==> src/rtl/neopix_frame_scheduler.sv <==
`default_nettype none
// ============================================================================
// Module   : neopix_frame_scheduler
// Brief    : Bank owner and start sequencer for the double-buffered NeoPixel
//            frame store. The SPI writer fills WR_BANK while the ws2812
//            driver reads RD_BANK. Banks swap only while the driver is idle.
//            The block also issues the one-cycle driver start pulse and an
//            optional periodic re-send of the frame on display.
// Options  : NEOPIX_FRAME_STATS_EN adds the FRAMES_SHOWN / FRAMES_DROPPED
//            saturating counters.
// Revision : 1.0 - initial release
// ============================================================================
module neopix_frame_scheduler #(
   parameter int NUM_LEDS     = 256,
   parameter int SYSTEM_CLOCK = 50000000,
   parameter int REFRESH_HZ   = 30,
   localparam int CW          = $clog2(NUM_LEDS) + 1
) (
   input  logic          CLK,
   input  logic          RESET,
   input  logic          WR_DONE,
   input  logic [CW-1:0] WR_COUNT,
   output logic          WR_READY,
   output logic          WR_BANK,
   output logic          RD_BANK,
   input  logic          REFRESH_EN,
   input  logic          DRV_BUSY,
   output logic          DRV_START,
   output logic [CW-1:0] DRV_COUNT
`ifdef NEOPIX_FRAME_STATS_EN
   ,
   output logic [15:0]   FRAMES_SHOWN,
   output logic [15:0]   FRAMES_DROPPED
`endif
);

   // Refresh period in CLK cycles; the timer runs 0 .. period-1 and then holds.
   localparam int c_refresh_period = SYSTEM_CLOCK / REFRESH_HZ;
   localparam int c_tw             = (c_refresh_period > 1) ? $clog2(c_refresh_period) : 1;
   localparam logic [c_tw-1:0] c_timer_max = c_tw'(c_refresh_period - 1);
   localparam logic [CW-1:0]   c_max_count = CW'(NUM_LEDS);
   // Number of cycles the driver gets to raise BUSY after a start pulse.
   localparam logic [2:0]      c_wait_last = 3'd7;

   typedef enum logic [1:0] {
      ST_IDLE      = 2'd0,
      ST_START     = 2'd1,
      ST_WAIT_BUSY = 2'd2,
      ST_SENDING   = 2'd3
   } state_t;

   state_t          r_state;
   logic            r_rd_bank;
   logic            r_wr_ready;
   logic            r_drv_start;
   logic [CW-1:0]   r_drv_count;
   logic [CW-1:0]   r_latched;
   logic            r_pending;
   logic            r_shown;
   logic [2:0]      r_wait_cnt;
   logic [c_tw-1:0] r_timer;

   logic [CW-1:0]   w_clamped;
   logic            w_capture;
   logic            w_overrun;
   logic            w_timeout;
   logic            w_timer_expired;
   logic            w_issue_start;

   // Clamp the writer's count to the frame store size and classify WR_DONE.
   always_comb begin
      w_clamped       = (WR_COUNT > c_max_count) ? c_max_count : WR_COUNT;
      w_capture       = WR_DONE &  r_wr_ready;
      w_overrun       = WR_DONE & ~r_wr_ready;
      w_timeout       = (r_state == ST_WAIT_BUSY) && !DRV_BUSY && (r_wait_cnt == c_wait_last);
      w_timer_expired = (r_timer == c_timer_max);
      // The edge that leaves START is the edge that raises DRV_START.
      w_issue_start   = (r_state == ST_START);
   end

   // Frame capture, bank ownership and the driver handshake FSM.
   always_ff @(posedge CLK) begin
      if (RESET) begin
         r_state     <= ST_IDLE;
         r_rd_bank   <= 1'b1;
         r_wr_ready  <= 1'b1;
         r_drv_start <= 1'b0;
         r_drv_count <= '0;
         r_latched   <= '0;
         r_pending   <= 1'b0;
         r_shown     <= 1'b0;
         r_wait_cnt  <= '0;
      end else begin
         r_drv_start <= 1'b0;

         // A pending frame always has WR_READY low, so capture and swap
         // never touch WR_READY on the same edge.
         if (w_capture) begin
            r_latched  <= w_clamped;
            r_pending  <= 1'b1;
            r_wr_ready <= 1'b0;
         end

         case (r_state)
            ST_IDLE: begin
               if (r_pending && !DRV_BUSY) begin
                  r_rd_bank   <= ~r_rd_bank;
                  r_drv_count <= r_latched;
                  r_pending   <= 1'b0;
                  r_wr_ready  <= 1'b1;
                  r_shown     <= 1'b1;
                  // An empty frame still hands the bank over but is not sent.
                  if (r_latched != '0) begin
                     r_state <= ST_START;
                  end
               end else if (!r_pending && REFRESH_EN && r_shown &&
                            w_timer_expired && !DRV_BUSY) begin
                  r_state <= ST_START;
               end
            end
            ST_START: begin
               r_drv_start <= 1'b1;
               r_wait_cnt  <= '0;
               r_state     <= ST_WAIT_BUSY;
            end
            ST_WAIT_BUSY: begin
               if (DRV_BUSY) begin
                  r_state <= ST_SENDING;
               end else if (r_wait_cnt == c_wait_last) begin
                  r_state <= ST_IDLE;
               end else begin
                  r_wait_cnt <= r_wait_cnt + 3'd1;
               end
            end
            ST_SENDING: begin
               if (!DRV_BUSY) begin
                  r_state <= ST_IDLE;
               end
            end
            default: r_state <= ST_IDLE;
         endcase
      end
   end

   // Refresh timer: frozen while refresh is off, restarted by each start pulse.
   always_ff @(posedge CLK) begin
      if (RESET || !REFRESH_EN) begin
         r_timer <= '0;
      end else if (w_issue_start) begin
         r_timer <= '0;
      end else if (!w_timer_expired) begin
         r_timer <= r_timer + 1'b1;
      end
   end

   assign WR_READY  = r_wr_ready;
   assign RD_BANK   = r_rd_bank;
   assign WR_BANK   = ~r_rd_bank;
   assign DRV_START = r_drv_start;
   assign DRV_COUNT = r_drv_count;

`ifdef NEOPIX_FRAME_STATS_EN
   logic [15:0] r_frames_shown;
   logic [15:0] r_frames_dropped;
   logic [16:0] w_drop_sum;

   // Overrun and timeout can land on the same edge, so add both at once.
   always_comb begin
      w_drop_sum = {1'b0, r_frames_dropped} + {16'd0, w_overrun} + {16'd0, w_timeout};
   end

   // Saturating frame statistics.
   always_ff @(posedge CLK) begin
      if (RESET) begin
         r_frames_shown   <= '0;
         r_frames_dropped <= '0;
      end else begin
         if (w_issue_start && (r_frames_shown != 16'hFFFF)) begin
            r_frames_shown <= r_frames_shown + 16'd1;
         end
         r_frames_dropped <= w_drop_sum[16] ? 16'hFFFF : w_drop_sum[15:0];
      end
   end

   assign FRAMES_SHOWN   = r_frames_shown;
   assign FRAMES_DROPPED = r_frames_dropped;
`endif

endmodule
`default_nettype wire

==> config.mk <==
export PLATFORM = sky130hd
export DESIGN_NAME = neopix_frame_scheduler
export DESIGN_NICKNAME = d
export VERILOG_FILES = /design/src/rtl/neopix_frame_scheduler.sv
export SDC_FILE = /design/constraint.sdc
export NUM_CORES = 1
export LEC_CHECK = 0
export BUFFER_PORTS_ARGS = -buffer_cell sky130_fd_sc_hd__buf_2
export CORE_MARGIN = 1.5
export CORE_UTILIZATION = 50
export DETAILED_ROUTE_END_ITERATION = 16
export PLACE_DENSITY = 0.7
export SKIP_LAST_GASP = 1
export SYNTH_ARGS = -nofsm -noshare
export SYNTH_HDL_FRONTEND = slang
export SYNTH_SLANG_ARGS = --single-unit
==> constraint.sdc <==
create_clock -name CLK -period 2.1 [get_ports CLK]
set_input_delay 0.105 -clock CLK [delete_from_list [all_inputs] [get_ports CLK]]
set_output_delay 0.105 -clock CLK [all_outputs]
set_load 0.02 [all_outputs]
==> results_dict.tcl <==
set metrics [dict create \
    status "complete, no violations" \
    antenna_cells 0 \
    netlist_area_sq_um 2120 \
    synth-seq-area-share 0.464 \
    drt_iter0_markers 159 \
    port_buffers 26 \
    layout_min_cycle_time_ns 1.95 \
    synth_cell_type_count 37 \
    fillers 382 \
    cts_buffers 5 \
    cpPeakStageDelay_ns 0.57 \
    p_sw_frac 0.260 \
    initial_core_util 0.525 \
    rsz0062_at_grt "no" \
    gp_congestion 0.821 \
    detail-route-antenna-nets 0 \
    grt_pass1_vias 1551 \
    crit_family "simple AND/OR/NAND/NOR gates" \
    cts_tree "done" \
    grtUsageTotal 0.203 \
    dp.cells 324 \
    power_mw 1.69 \
    drc 0 \
    cap_violations 0 \
    post-route-period-util 0.927 \
    worstSetupPathType "reg2reg" \
    die_height_um 68.1 \
    clock-sinks 49 \
    rrSetupSlack_ns 0.15 \
    dpl_cell_area_sq_um 2320 \
    rows 23 \
    yosys.area.top_type_share 0.464 \
    nNetsFinal 299 \
    cp.buffers_inverters 0 \
    synth_fp_nets 270 \
    vdd_drop_max_mv 0.465 \
    post-dp-hpwl_um 2950 \
    cp_cell_sequence "ha_2 -> nand4_4 -> or4_4 -> or3_1 -> a21oi_1" \
    cpMaxStageDelayCell "or4_4" \
    layout_commonest_cell "dfxtp_1" \
    slew-limit-headroom 0.655 \
    cp-end-kind "flop" \
    fin_ws_ns 0.154 \
    vias 1824 \
    path_max_fanout 6 \
    syn_avg_cell_area_sq_um 8.40 \
    regArea_sq_um 981 \
    wirelength_um 4290 \
    cts_root_buf "clkbuf_8" \
    clk_pin_slew_ns 0.09 \
    cp.required_ns 2.34 \
    reg2reg_depth 5 \
    area_growth_pct 13.7 \
    cp-start-kind "flop" \
    clockBufferDepth 2 \
    first_pass_iters 4 \
    yosysTopAreaCell "dfxtp_1" \
    worst_pin_slew_ns 0.517 \
    most-common-layout-cells "49 x dfxtp_1, 33 x a21oi_1, 31 x nand2_1" \
    skew_ns 0.00548 \
    arrival_ns 2.19 \
    power.leakage_nw 0.839 \
    ys_ff_latch 49 \
    fmax_ghz 0.514 \
    min_from "WR_DONE" \
    powerDensity_nw_per_um2 703 \
    yosys-top-cells-area "dfxtp_1 46%, a21oi_1 7.8%, nand2_1 5.5%, nor2_1 5.0%, xnor2_1 2.9%" \
    post_cts.repair.setup_buffers 0 \
    wl_per_cell_um 12.9 \
    drv_slew 0 \
    finalSetupViolations 0 \
    syn_inst 252 \
    clock_power_share 0.319 \
    grt.overflow.total 0 \
    setup-tns-final_ns 0 \
    min_delay_path_depth 2 \
    h-tree-depth 2 \
    min_to "WR_READY$_SDFF_PP1_" \
    hold_viol_final 0 \
    fin_area_sq_um 2410 \
    seqPwrFrac 0.585 \
    combPwrFrac 0.096 \
    p_sw_uw 439 \
    p_int_mw 1.25 \
    dieArea_sq_um 4630 \
    place_ws_ns 0.137 \
    stdcell_count 332 \
    routed_via_density 5.49 \
    drive_gt1_frac 0.167 \
    grt_pass1_wl_um 7090 \
    timing.rr.end "r_timer[18]$_SDFFE_PP0P_" \
    clk_latency_ns 0.30 \
    r2r-start "r_timer[1]$_SDFFE_PP0P_" \
    ios 27 \
    grt_max_degree 30 \
    hp-class "in2reg" \
    core-area_sq_um 4030 \
    multi_input_area_sq_um 1090 \
    yosysWarnings 0 \
    antenna_found_initial 0 \
    fp.dieW_um 68.1 \
]
[sequential cells by signal, indices dropped and copies added, names as in the netlist]
signal,cells
r_shown,1
WR_READY,1
r_pending,1
DRV_START,1
r_timer,21
RD_BANK,1
r_state,2
r_latched,9
DRV_COUNT,9
r_wait_cnt,3
[layer usage]
metal	track usage	routed length, um	vias up
met5	0	0	-
li1	-	-	950
met1	0.293	2180	841
met2	0.289	1860	28
met4	0.0725	61	0
met3	0.0559	186	5
[stage by stage]
stage               utilization  hold slack (ns)
finish                    0.597           0.0262
global route              0.597           0.0484
CTS                       0.597           0.0239
detailed placement        0.575            0.355
global placement          0.575            0.345
floorplan                     -            0.205
[worst max path at each step]
stage,startpoint,end,slack (ns),depth (start not counted)
after floorplan,r_timer[0]$_SDFFE_PP0P_,r_timer[18]$_SDFFE_PP0P_,0.21,5
final,r_timer[1]$_SDFFE_PP0P_,r_timer[18]$_SDFFE_PP0P_,0.15,5
after global placement,r_timer[1]$_SDFFE_PP0P_,r_timer[16]$_SDFFE_PP0P_,0.19,5
after CTS,r_timer[1]$_SDFFE_PP0P_,r_timer[16]$_SDFFE_PP0P_,0.13,5
after global routing,r_timer[1]$_SDFFE_PP0P_,r_timer[16]$_SDFFE_PP0P_,0.01,5
after detailed placement,r_timer[1]$_SDFFE_PP0P_,r_timer[20]$_SDFFE_PP0P_,0.14,5
[cells in the mapped netlist]
| cell type | count |
|---|---|
| or4_4 | 2 |
| nor3b_1 | 8 |
| and2b_1 | 1 |
| and3_1 | 1 |
| xor2_1 | 3 |
| nand2b_1 | 3 |
| nor2_1 | 28 |
| or2b_1 | 1 |
| nand3_2 | 1 |
| a211oi_1 | 1 |
| nor3_1 | 10 |
| buf_2 | 1 |
| nand4_1 | 6 |
| o21ai_0 | 11 |
| nor4bb_1 | 1 |
| inv_1 | 6 |
| nand2_1 | 31 |
| nor2b_1 | 1 |
| a21boi_0 | 1 |
| or3_1 | 9 |
| nand3_1 | 9 |
| or4_1 | 2 |
| nor4b_1 | 2 |
| nand3b_1 | 1 |
| ha_1 | 4 |
| a21oi_1 | 33 |
| nand3_4 | 1 |
| xnor2_1 | 7 |
| and4_1 | 1 |
| nand4_4 | 1 |
| nand4b_1 | 1 |
| buf_1 | 1 |
| or3_2 | 1 |
| clkbuf_1 | 7 |
| dfxtp_1 | 49 |
| nor4_1 | 5 |
| and4b_1 | 1 |
[logic make-up after synthesis]
| family | synth area share |
|---|---|
| compound gates | 0.111 |
| buf+inv | 0.0272 |
| fa+ha+maj | 0.0237 |
| simple gates | 0.333 |
| flops | 0.464 |
| xor+xnor | 0.0414 |
[layout make-up]
class,count,area share
multi-input combinational,188,0.451
sequential,49,0.408
timing repair buffer,31,0.0697
clock buffer,5,0.0286
tap,50,0.0260
inverter,6,0.00936
clock inverter,3,0.00728
[power by group through the flow]
stage	clock network (mW)	logic [mW]	registers (mW)
after floorplan	0	0.102	1.01
after global placement	0	0.162	1.01
after detailed placement	0	0.164	1.01
after CTS	0.555	0.165	0.989
after global routing	0.601	0.186	0.995
final	0.539	0.163	0.989
[what timing repair did]
action | in CTS | in global routing
resized for setup | 0 | 1
endpoints found under the setup margin | 0 | 1
endpoints found under the hold margin | 0 | 0
hold buffers | 0 | 0
No activity file was read; power rests on OpenSTA's default activity.
